[src/rtl/sevseg_pkg.sv]
`default_nettype none
// +--------------------------------------------------------------------+
// | sevseg_pkg : segment type, hex glyph constants and blank pattern  |
// | Rev 1.0                                                            |
// +--------------------------------------------------------------------+
package sevseg_pkg;

  typedef logic [6:0] seg_t;

  // Active-low, bit0 = a ... bit6 = g
  localparam seg_t SEG_0     = 7'b1000000;
  localparam seg_t SEG_1     = 7'b1111001;
  localparam seg_t SEG_2     = 7'b0100100;
  localparam seg_t SEG_3     = 7'b0110000;
  localparam seg_t SEG_4     = 7'b0011001;
  localparam seg_t SEG_5     = 7'b0010010;
  localparam seg_t SEG_6     = 7'b0000010;
  localparam seg_t SEG_7     = 7'b1111000;
  localparam seg_t SEG_8     = 7'b0000000;
  localparam seg_t SEG_9     = 7'b0010000;
  localparam seg_t SEG_A     = 7'b0001000;
  localparam seg_t SEG_B     = 7'b0000011;
  localparam seg_t SEG_C     = 7'b1000110;
  localparam seg_t SEG_D     = 7'b0100001;
  localparam seg_t SEG_E     = 7'b0000110;
  localparam seg_t SEG_F     = 7'b0001110;
  localparam seg_t SEG_BLANK = 7'b1111111;

endpackage
`default_nettype wire

[src/rtl/hex_seg_decoder.sv]
`default_nettype none
// +--------------------------------------------------------------------+
// | hex_seg_decoder : combinational nibble to active-low hex glyph     |
// | Rev 1.0                                                            |
// +--------------------------------------------------------------------+
module hex_seg_decoder
  import sevseg_pkg::*;
(
  input  logic [3:0] nibble_i,
  output seg_t       seg_o
);

  always_comb begin
    seg_o = SEG_BLANK;
    unique case (nibble_i)
      4'h0: seg_o = SEG_0;
      4'h1: seg_o = SEG_1;
      4'h2: seg_o = SEG_2;
      4'h3: seg_o = SEG_3;
      4'h4: seg_o = SEG_4;
      4'h5: seg_o = SEG_5;
      4'h6: seg_o = SEG_6;
      4'h7: seg_o = SEG_7;
      4'h8: seg_o = SEG_8;
      4'h9: seg_o = SEG_9;
      4'hA: seg_o = SEG_A;
      4'hB: seg_o = SEG_B;
      4'hC: seg_o = SEG_C;
      4'hD: seg_o = SEG_D;
      4'hE: seg_o = SEG_E;
      4'hF: seg_o = SEG_F;
    endcase
  end

endmodule
`default_nettype wire

[src/rtl/sevseg_scan_driver.sv]
`default_nettype none
// +--------------------------------------------------------------------+
// | sevseg_scan_driver : time-multiplexed common-anode 7-seg scanner   |
// | with leading-zero blanking; decimal point when SEVSEG_DP_EN is set |
// | Rev 1.0                                                            |
// +--------------------------------------------------------------------+
module sevseg_scan_driver
  import sevseg_pkg::*;
#(
  parameter int NUM_DIGITS = 4,
  parameter int SCAN_DIV   = 50000
) (
  input  logic                    clk,
  input  logic                    reset,
  input  logic [4*NUM_DIGITS-1:0] value,
  input  logic                    load,
  input  logic                    lz_blank,
  output logic [6:0]              seg,
  output logic [NUM_DIGITS-1:0]   an
`ifdef SEVSEG_DP_EN
  ,
  input  logic [NUM_DIGITS-1:0]   dp,
  output logic                    seg_dp
`endif
);

  localparam int PW = (SCAN_DIV > 1) ? $clog2(SCAN_DIV) : 1;
  localparam int IW = (NUM_DIGITS > 1) ? $clog2(NUM_DIGITS) : 1;
  localparam logic [PW-1:0] PCNT_LAST = PW'(SCAN_DIV - 1);
  localparam logic [IW-1:0] IDX_LAST  = IW'(NUM_DIGITS - 1);

  logic [4*NUM_DIGITS-1:0] shadow_q, shadow_d;
  logic [PW-1:0]           pcnt_q, pcnt_d;
  logic [IW-1:0]           idx_q, idx_d;
  logic                    lz_q;
  seg_t                    seg_q, seg_d;
  logic [NUM_DIGITS-1:0]   an_q, an_d;

  logic       tick;
  logic [3:0] nibble;
  logic       zero_run;
  logic       lead_zero_sel;
  logic       blank;
  seg_t       glyph;

  always_comb begin
    shadow_d = load ? value : shadow_q;
    tick     = (pcnt_q == PCNT_LAST);
    pcnt_d   = tick ? '0 : pcnt_q + 1'b1;
    idx_d    = idx_q;
    if (tick) begin
      idx_d = (idx_q == IDX_LAST) ? '0 : idx_q + 1'b1;
    end
  end

  // Walk from the most significant digit down, tracking whether every
  // nibble from here upward is zero, and pick out the selected digit.
  always_comb begin
    nibble        = 4'h0;
    zero_run      = 1'b1;
    lead_zero_sel = 1'b0;
    an_d          = '1;
    for (int k = NUM_DIGITS - 1; k >= 0; k--) begin
      zero_run = zero_run & (shadow_q[4*k +: 4] == 4'h0);
      if (idx_q == IW'(k)) begin
        nibble        = shadow_q[4*k +: 4];
        lead_zero_sel = zero_run;
        an_d[k]       = 1'b0;
      end
    end
  end

  hex_seg_decoder u_dec (
    .nibble_i (nibble),
    .seg_o    (glyph)
  );

  always_comb begin
    blank = lz_q & lead_zero_sel & (idx_q != '0);
    seg_d = blank ? SEG_BLANK : glyph;
  end

  always_ff @(posedge clk) begin
    if (reset) begin
      shadow_q <= '0;
      pcnt_q   <= '0;
      idx_q    <= '0;
      lz_q     <= 1'b0;
      seg_q    <= SEG_BLANK;
      an_q     <= '1;
    end else begin
      shadow_q <= shadow_d;
      pcnt_q   <= pcnt_d;
      idx_q    <= idx_d;
      lz_q     <= lz_blank;
      seg_q    <= seg_d;
      an_q     <= an_d;
    end
  end

  assign seg = seg_q;
  assign an  = an_q;

`ifdef SEVSEG_DP_EN
  logic seg_dp_q, seg_dp_d;

  // Decimal point bypasses blanking on purpose.
  always_comb begin
    seg_dp_d = 1'b1;
    for (int k = 0; k < NUM_DIGITS; k++) begin
      if (idx_q == IW'(k)) begin
        seg_dp_d = ~dp[k];
      end
    end
  end

  always_ff @(posedge clk) begin
    if (reset) begin
      seg_dp_q <= 1'b1;
    end else begin
      seg_dp_q <= seg_dp_d;
    end
  end

  assign seg_dp = seg_dp_q;
`endif

endmodule
`default_nettype wire

[config.mk]
export PLATFORM = sky130hd
export DESIGN_NAME = sevseg_scan_driver
export DESIGN_NICKNAME = d
export VERILOG_FILES = /design/src/rtl/sevseg_pkg.sv /design/src/rtl/hex_seg_decoder.sv /design/src/rtl/sevseg_scan_driver.sv
export SDC_FILE = /design/constraint.sdc
export NUM_CORES = 1
export LEC_CHECK = 0
export ABC_AREA = 1
export BUFFER_PORTS_ARGS = -buffer_cell sky130_fd_sc_hd__buf_2
export CORE_AREA = 5 5 61 117
export CTS_BUF_LIST = sky130_fd_sc_hd__clkbuf_8
export DETAILED_ROUTE_END_ITERATION = 7
export DIE_AREA = 0 0 66 122
export GPL_ROUTABILITY_DRIVEN = 1
export HOLD_SLACK_MARGIN = 0.02
export PLACE_DENSITY = 0.68
export SYNTH_ARGS = -nofsm -noshare
export SYNTH_HDL_FRONTEND = slang
export SYNTH_HIERARCHICAL = 1
export SYNTH_SLANG_ARGS = --single-unit
[constraint.sdc]
create_clock -name clk -period 3.7 [get_ports clk]
set_input_delay 0.37 -clock clk [delete_from_list [all_inputs] [get_ports clk]]
set_output_delay 0.37 -clock clk [all_outputs]
set_load 0.01 [all_outputs]
Word-level counts from Yosys, hierarchy flattened. Memory sizes are Yosys's and may differ from the RTL's. A register that Yosys moved wholly into a read port is not among the register bits. Cells that the tools add are included.

Memories kept: 1. Bits in registers: 39. Logic and storage cells: 38. ROM bits: 112. Output and inout port bits: 11.

Reduce and logical (&&, ||, !) cells: 8. Equality and inequality tests: 4. Bitwise logic cells: 5. Multiplexer cells: 13. Add/sub/neg operators: 2.

Memory list: (no name shown) (depth 16, width 7, rd ports 1, clocked after memory_dff 1, write ports 0, RTL line hex_seg_decoder.sv:15) `unique case (nibble_i)`.

Operator list (number): adder 16 x 1 -> 16 bit (second input constant) (1); equality test 16 bit (second input constant) (1); zero test 4 bit (4); 2-to-1 mux 4 bit (4); 2-to-1 mux 1 bit (8); AND 1 bit (5); equality test 2 bit (second input constant) (2); OR reduction 2 bit (2); adder 2 x 1 -> 2 bit (second input constant) (1); equality test 2 x 1 -> 1 bit (second input constant) (1); zero test 2 bit (1); 2-to-1 mux 2 bit (1); nonzero test 2 bit (1).

Logic depth before layout (Yosys ltp). Gate-level depths: netlist of the first run.

Depth in word-level cells: 8. Depth in mapped cells: 14. Depth with buffers taken out: 14.

Cells and area by module. The synthesis of the first run kept the hierarchy.

Modules (own cells, without submodules): sevseg_scan_driver (times used 1, area each 2079.5 um^2, cells each 289); hex_seg_decoder (times used 1, area each 274.0 um^2, cells each 49).

Worst setup path after synthesis of the first run. OpenSTA, ideal clock, no wires.

Path kind: register -> register. Start: register idx_q[0]. End: register seg_q[3], in the netlist seg[3]. Cell stages (with the launch flop): 14. Library setup time: 133 ps. Clock period less this slack: 2084 ps. Setup slack: 1616 ps. Required time: 3567 ps. Arrival time: 1951 ps. Cells stage by stage: dfxtp_1 > inv_1 > ha_1 > clkinv_1 > nand2_1 > o211ai_1 > a31oi_1 > inv_1 > ha_1 > nand2_1 > nand3_1 > nand2_1 > inv_1 > nand3_1.

Elaborated cells on any way between the ends: 16.

RTL lines: start, declared (RTL line sevseg_scan_driver.sv:34) `logic [IW-1:0] idx_q, idx_d;`; start signal, assigned (RTL line sevseg_scan_driver.sv:94) `idx_q <= idx_d;`; equality test 2 bit (RTL line sevseg_scan_driver.sv:65) `if (idx_q == IW'(k)) begin`; 2-to-1 mux 4 bit (3 in a row) (RTL line sevseg_scan_driver.sv:65); 2-to-1 mux 4 bit * (RTL line sevseg_scan_driver.sv:65); net nibble[0] (RTL line sevseg_scan_driver.sv:40) `logic [3:0] nibble;`; end, declared (RTL line sevseg_scan_driver.sv:36) `seg_t seg_q, seg_d;`.

The timed path passes the listed nets; every way through them passes the cells marked *. A chain may end at the register's enable or synchronous reset.

Worst setup path in the final report of the first run. Ends and elaborated chain as after synthesis.

==> results of run 1 <==
-- Yosys cell counts, types with 5 or more instances --
cell and instances:
nand2_1 68, ha_1 12, clkbuf_1 5, nor2_2 6, dfxtp_1 46, o21ai_0 22, nand3_1 32, nand4_1 7
inv_1 46, a21oi_1 18, nor2_1 51
-- per-stage QoR --
stage	total power, mW	hold slack [ns]	setup slack [ns]	area, um^2	util
detailed placement	0.644	0.458	1.22	2550	0.411
CTS	0.938	0.222	1.19	2630	0.424
floorplan	0.616	0.439	1.62	2350	-
global placement	0.644	0.454	1.29	2550	0.411
global route	0.969	0.240	0.764	2630	0.424
finish	0.918	0.236	1.20	2630	0.424
-- cells by family (layout without fill, tap and decap cells) --
logic type | Yosys count | in the layout | share of synthesized area
simple gates | 170 | 170 | 0.316
buf+inv | 58 | 86 | 0.104
compound gates | 48 | 48 | 0.111
flops | 46 | 46 | 0.391
fa+ha+maj | 12 | 12 | 0.0638
xor+xnor | 4 | 4 | 0.0149
-- power breakdown --
group          switching [mW]  internal (mW)
combinational          0.0620         0.0398
sequential             0.0115          0.518
clock                   0.160          0.127
total                   0.233          0.685
-- worst min path at each step --
stage	to	slack, ns	cells after the start
2_1_floorplan	pcnt_q[0]	0.44	1
3_3_place_gp	pcnt_q[0]	0.45	1
3_5_place_dp	pcnt_q[0]	0.46	1
4_1_cts	lz_q	0.22	2
5_1_grt	lz_q	0.24	2
6_report	lz_q	0.24	2
-- flip-flops by register name, summed over array words and instances, names as in the netlist --
name      count
shadow_q     16
pcnt_q       16
seg           7
an            4
idx_q         2
lz_q          1
-- layer usage --
metal,up-vias,GRT usage,wire [um],share of wire
li1,1117,-,-,-
met1,886,0.166,2310,0.50
met2,40,0.196,1980,0.43
met3,5,0.0323,252,0.054
met4,0,0.0598,99,0.021
met5,-,0,0,0
-- area by class of cell --
type                            instances  area (um^2)
Fill cell                             678         3580
Multi-Input combinational cell        234         1190
Sequential cell                        46          921
Inverter                               49          184
Timing Repair Buffer                   30          150
Tap cell                               86          108
Clock buffer                            5         68.8
Clock inverter                          2         10.0
-- worst max-delay path, cell delays in order, from the launching register on --
cell	delay, ns
dfxtp_1	0.33
inv_1	0.11
ha_1	0.18
clkinv_1	0.20
o21ai_0	0.20
nand2_1	0.07
a21oi_1	0.65
inv_1	0.23
nand2_1	0.13
nand2_1	0.05
nand2_1	0.05
nand2_1	0.05
inv_1	0.04
nand3_1	0.06
==> flow_summary.ini, run 1 <==
[critical_path]
endpoint_kind = flip-flop
r2r_end = seg[3]
cp.arrival_ns = 2.65
cp-start-kind = flip-flop
cp.required_ns = 3.85
cp_max_fo = 12
crit_type = flip-flop to flip-flop
cp-startpoint = idx_q[0]
worstReg2RegStart = idx_q[0]
reg2reg_slack_ns = 1.20
endpoint = seg[3]
rr_worst_depth = 13

[detailed_routing]
routed_wl_um = 4650
vias = 2048
drc_errors = 0
viasPerCell = 4.53
post_drt_wl_per_cell_um = 10.3
drtAntennaViolNets = 0
drt_pre_antenna_iters = 4
drt_iter0_drc = 89

[power_and_ir_drop]
p_leak_nw = 1.14
ir_drop_mv = 0.256
p_per_area_nw_per_um2 = 349

[timing]
rsz0062_at_grt = no
slew_violations = 0
fin_crit_ns = 2.50
worstMarginPinSlew_ns = 0.833
fin_tns_setup_ns = 0
slew_headroom = 0.445
fmax_ghz = 0.399
finalCritPeriodShare = 0.677
hold_viol = 0
setup_viol = 0
fin_skew_ns = 0.00195

[layout]
area_growth_syn_to_layout_pct = 11.7
n_antenna_cell = 0
final_common_cell = nand2_1
layout-drive-gt1-share = 0.148
nets = 398
final_cell_mix = nand2_1 (68), nor2_1 (51), inv_1 (46), dfxtp_1 (46), nand3_1 (32)
instances_no_fill = 452

[yosys]
postSynth.asyncResetShare = 0
syn_inst = 338
synth_ff_type = dfxtp_1
ys_top_cells_by_area = dfxtp_1 (39%), nand2_1 (11%), nor2_1 (8.1%)
synth-edff-count = 0
yosysTopAreaCell = dfxtp_1
yosysWarnings = 6
syn_avg_cell_area_um2 = 6.96
yosysSeqAreaShare = 0.391
syn_nets = 370
synth_area_um2 = 2350
yosys.area.top_type_share = 0.391
synth-seq-cells = 46
synth_cell_types = 28

[placement]
hpwl_um = 3460
gp_congestion = 0.820
port_buffers = 30
dp_cells = 445

[clock_network]
ctsHoldBuffers = 0
postCtsSetupBuffers = 0
cts.sinks = 46
cts_tree = built
cts_resized = 0
cts_buffers = 5
clock_path_buffers = 2
clkSlewWorstSetupHoldPaths_ns = 0.08
insertion_delay_ns = 0.29
htree_levels = 2
root_buffer = clkbuf_8

[floorplan]
ios = 31
num_rows = 41
design.core.area_um2 = 6210
dieArea_um2 = 8050
die_y_um = 122
fp.dieW_um = 66
start_util = 0.379

[min_path]
hp-start = reset
min_path_type = input port to flip-flop

[global_routing]
grt_use_total = 0.128
grt_max_degree = 31
antenna_found_initial = 0
gr-total-overflow = 0
grt_pass1_wl_um = 8200
grt_pass1_vias = 1912

[job]
cap_violations = 0

[run_status]
outcome = finished clean
Power figures use the tool's default switching activity.
==> run 2, diff against run 1 <==
==> constraint.sdc (replaced) <==
create_clock -name clk -period 2.44 [get_ports clk]
set_input_delay 0.244 -clock clk [delete_from_list [all_inputs] [get_ports clk]]
set_output_delay 0.244 -clock clk [all_outputs]
set_load 0.01 [all_outputs]
==> run 2 against run 1 <==
Against the previous run: largest power group unchanged; sequential power up 52%; die area unchanged; combinational power up 59%; fmax up 19%; critical path type unchanged; register-to-register slack worse by 0.87 ns; critical endpoint unchanged; total power up 53%.
==> flow_summary.ini, run 2 (synthesized netlist as in run 1, its figures left out) <==
[run_status]
outcome = finished clean

[clock_network]
ctsHoldBuffers = 0
cts_resized = 0
cts.sinks = 46
clkSlewWorstSetupHoldPaths_ns = 0.08
root_buffer = clkbuf_8
htree_levels = 2
clock_path_buffers = 2
insertion_delay_ns = 0.30
cts_buffers = 5
postCtsSetupBuffers = 0
cts_tree = built

[detailed_routing]
drt_iter0_drc = 111
drt_pre_antenna_iters = 4
post_drt_wl_per_cell_um = 10.3
routed_wl_um = 4690
drc_errors = 0
vias = 2052
viasPerCell = 4.49
drtAntennaViolNets = 0

[global_routing]
antenna_found_initial = 0
grt_pass1_wl_um = 8290
gr-total-overflow = 0
grt_max_degree = 22
grt_pass1_vias = 1955
grt_use_total = 0.130

[critical_path]
path_delay_family = adder cells
cp-start-kind = flip-flop
path_cells = inv_1 > ha_1 > clkinv_1 > nand2_1 > o211ai_1 > a31oi_1 > inv_1 > ha_1 > nand2_1 > nand3_1 > nand2_1 > inv_1 > nand3_1
max_stage_delay_ns = 0.34
cp.required_ns = 2.61
crit_type = flip-flop to flip-flop
worst-path-buf-inv = 4
reg2reg_slack_ns = 0.33
endpoint_kind = flip-flop
rr_worst_depth = 13
cp_max_fo = 10
cp_num_cells = 13
r2r_end = seg[3]
cp_slowest_cell = dfxtp_1
endpoint = seg[3]
cp-startpoint = idx_q[0]
worstReg2RegStart = idx_q[0]
cp.arrival_ns = 2.29

[timing]
slew_violations = 0
slew_headroom = 0.601
finalCritPeriodShare = 0.866
rsz0062_at_grt = no
fmax_ghz = 0.473
fin_crit_ns = 2.11
setup_viol = 0
fin_tns_setup_ns = 0
fin_skew_ns = 0.00526
worstMarginPinSlew_ns = 0.598
hold_viol = 0

[power_and_ir_drop]
clkPwrFrac = 0.312
switching_share = 0.256
intPower_mw = 1.04
p_per_area_nw_per_um2 = 526
ir_drop_mv = 0.228
switchingPower_uw = 359
p_leak_nw = 1.16
pwr-share-comb = 0.115
seqPwrFrac = 0.572

[min_path]
min_path_type = input port to flip-flop

[floorplan]
design.core.area_um2 = 6210
start_util = 0.379
ios = 31
num_rows = 41
dieArea_um2 = 8050
die_y_um = 122
fp.dieW_um = 66

[layout]
final_cell_mix = nand2_1 (68), nor2_1 (51), inv_1 (46), dfxtp_1 (46), nand3_1 (32)
fillers = 660
area_growth_syn_to_layout_pct = 13.3
n_antenna_cell = 0
instances_no_fill = 457
layout-drive-gt1-share = 0.159
nets = 403
final_common_cell = nand2_1

[placement]
gp_congestion = 0.870
hpwl_um = 3530
dp_cells = 450
port_buffers = 30

[job]
cap_violations = 0
run 2: worst reg2reg max path: stages, from the launching register on:
cell	delay, ns
dfxtp_1	0.34
inv_1	0.12
ha_1	0.19
clkinv_1	0.20
nand2_1	0.12
o211ai_1	0.08
a31oi_1	0.19
inv_1	0.14
ha_1	0.33
nand2_1	0.05
nand3_1	0.07
nand2_1	0.05
inv_1	0.04
nand3_1	0.06
run 2: layer usage:
metal / track usage / routed length [um] / part of all wire / up-vias
li1: - / - / - / 1130
met1: 0.164 / 2310 / 0.49 / 874
met2: 0.202 / 2060 / 0.44 / 46
met3: 0.0360 / 261 / 0.056 / 2
met4: 0.0649 / 62 / 0.013 / 0
met5: 0 / 0 / 0 / -
run 2: metrics by stage:
stage	worst slack [ns]	utilization	hold slack [ns]	cell area (um^2)	total power, mW
finish	0.327	0.430	0.107	2670	1.40
global route	0.0686	0.430	0.0979	2670	1.48
CTS	0.313	0.430	0.0970	2670	1.43
detailed placement	0.334	0.417	0.427	2590	0.984
global placement	0.393	0.417	0.420	2590	0.984
floorplan	0.356	-	0.315	2350	0.934
run 2: worst min path at each step:
stage | start | end | slack, ns | cells past startpoint
final | reset | lz_q | 0.11 | 2
after global routing | reset | lz_q | 0.1 | 2
after CTS | reset | lz_q | 0.1 | 2
after detailed placement | reset | lz_q | 0.43 | 2
after global placement | reset | lz_q | 0.42 | 2
after floorplan | reset | lz_q | 0.32 | 1
run 2: layout make-up:
cell class	count	area, um^2	area share
multi-input combinational	234	1190	0.446
sequential	46	921	0.345
timing repair buffer	35	188	0.0704
inverter	49	184	0.0689
tap	86	108	0.0403
clock buffer	5	68.8	0.0258
clock inverter	2	10.0	0.00375
run 2: power groups by stage:
stage	Clock, mW	Combinational (mW)	Sequential [mW]
4_1_cts	0.464	0.163	0.804
6_report	0.439	0.162	0.803
3_3_place_gp	0	0.163	0.821
5_1_grt	0.489	0.188	0.808
3_5_place_dp	0	0.163	0.821
2_1_floorplan	0	0.110	0.824
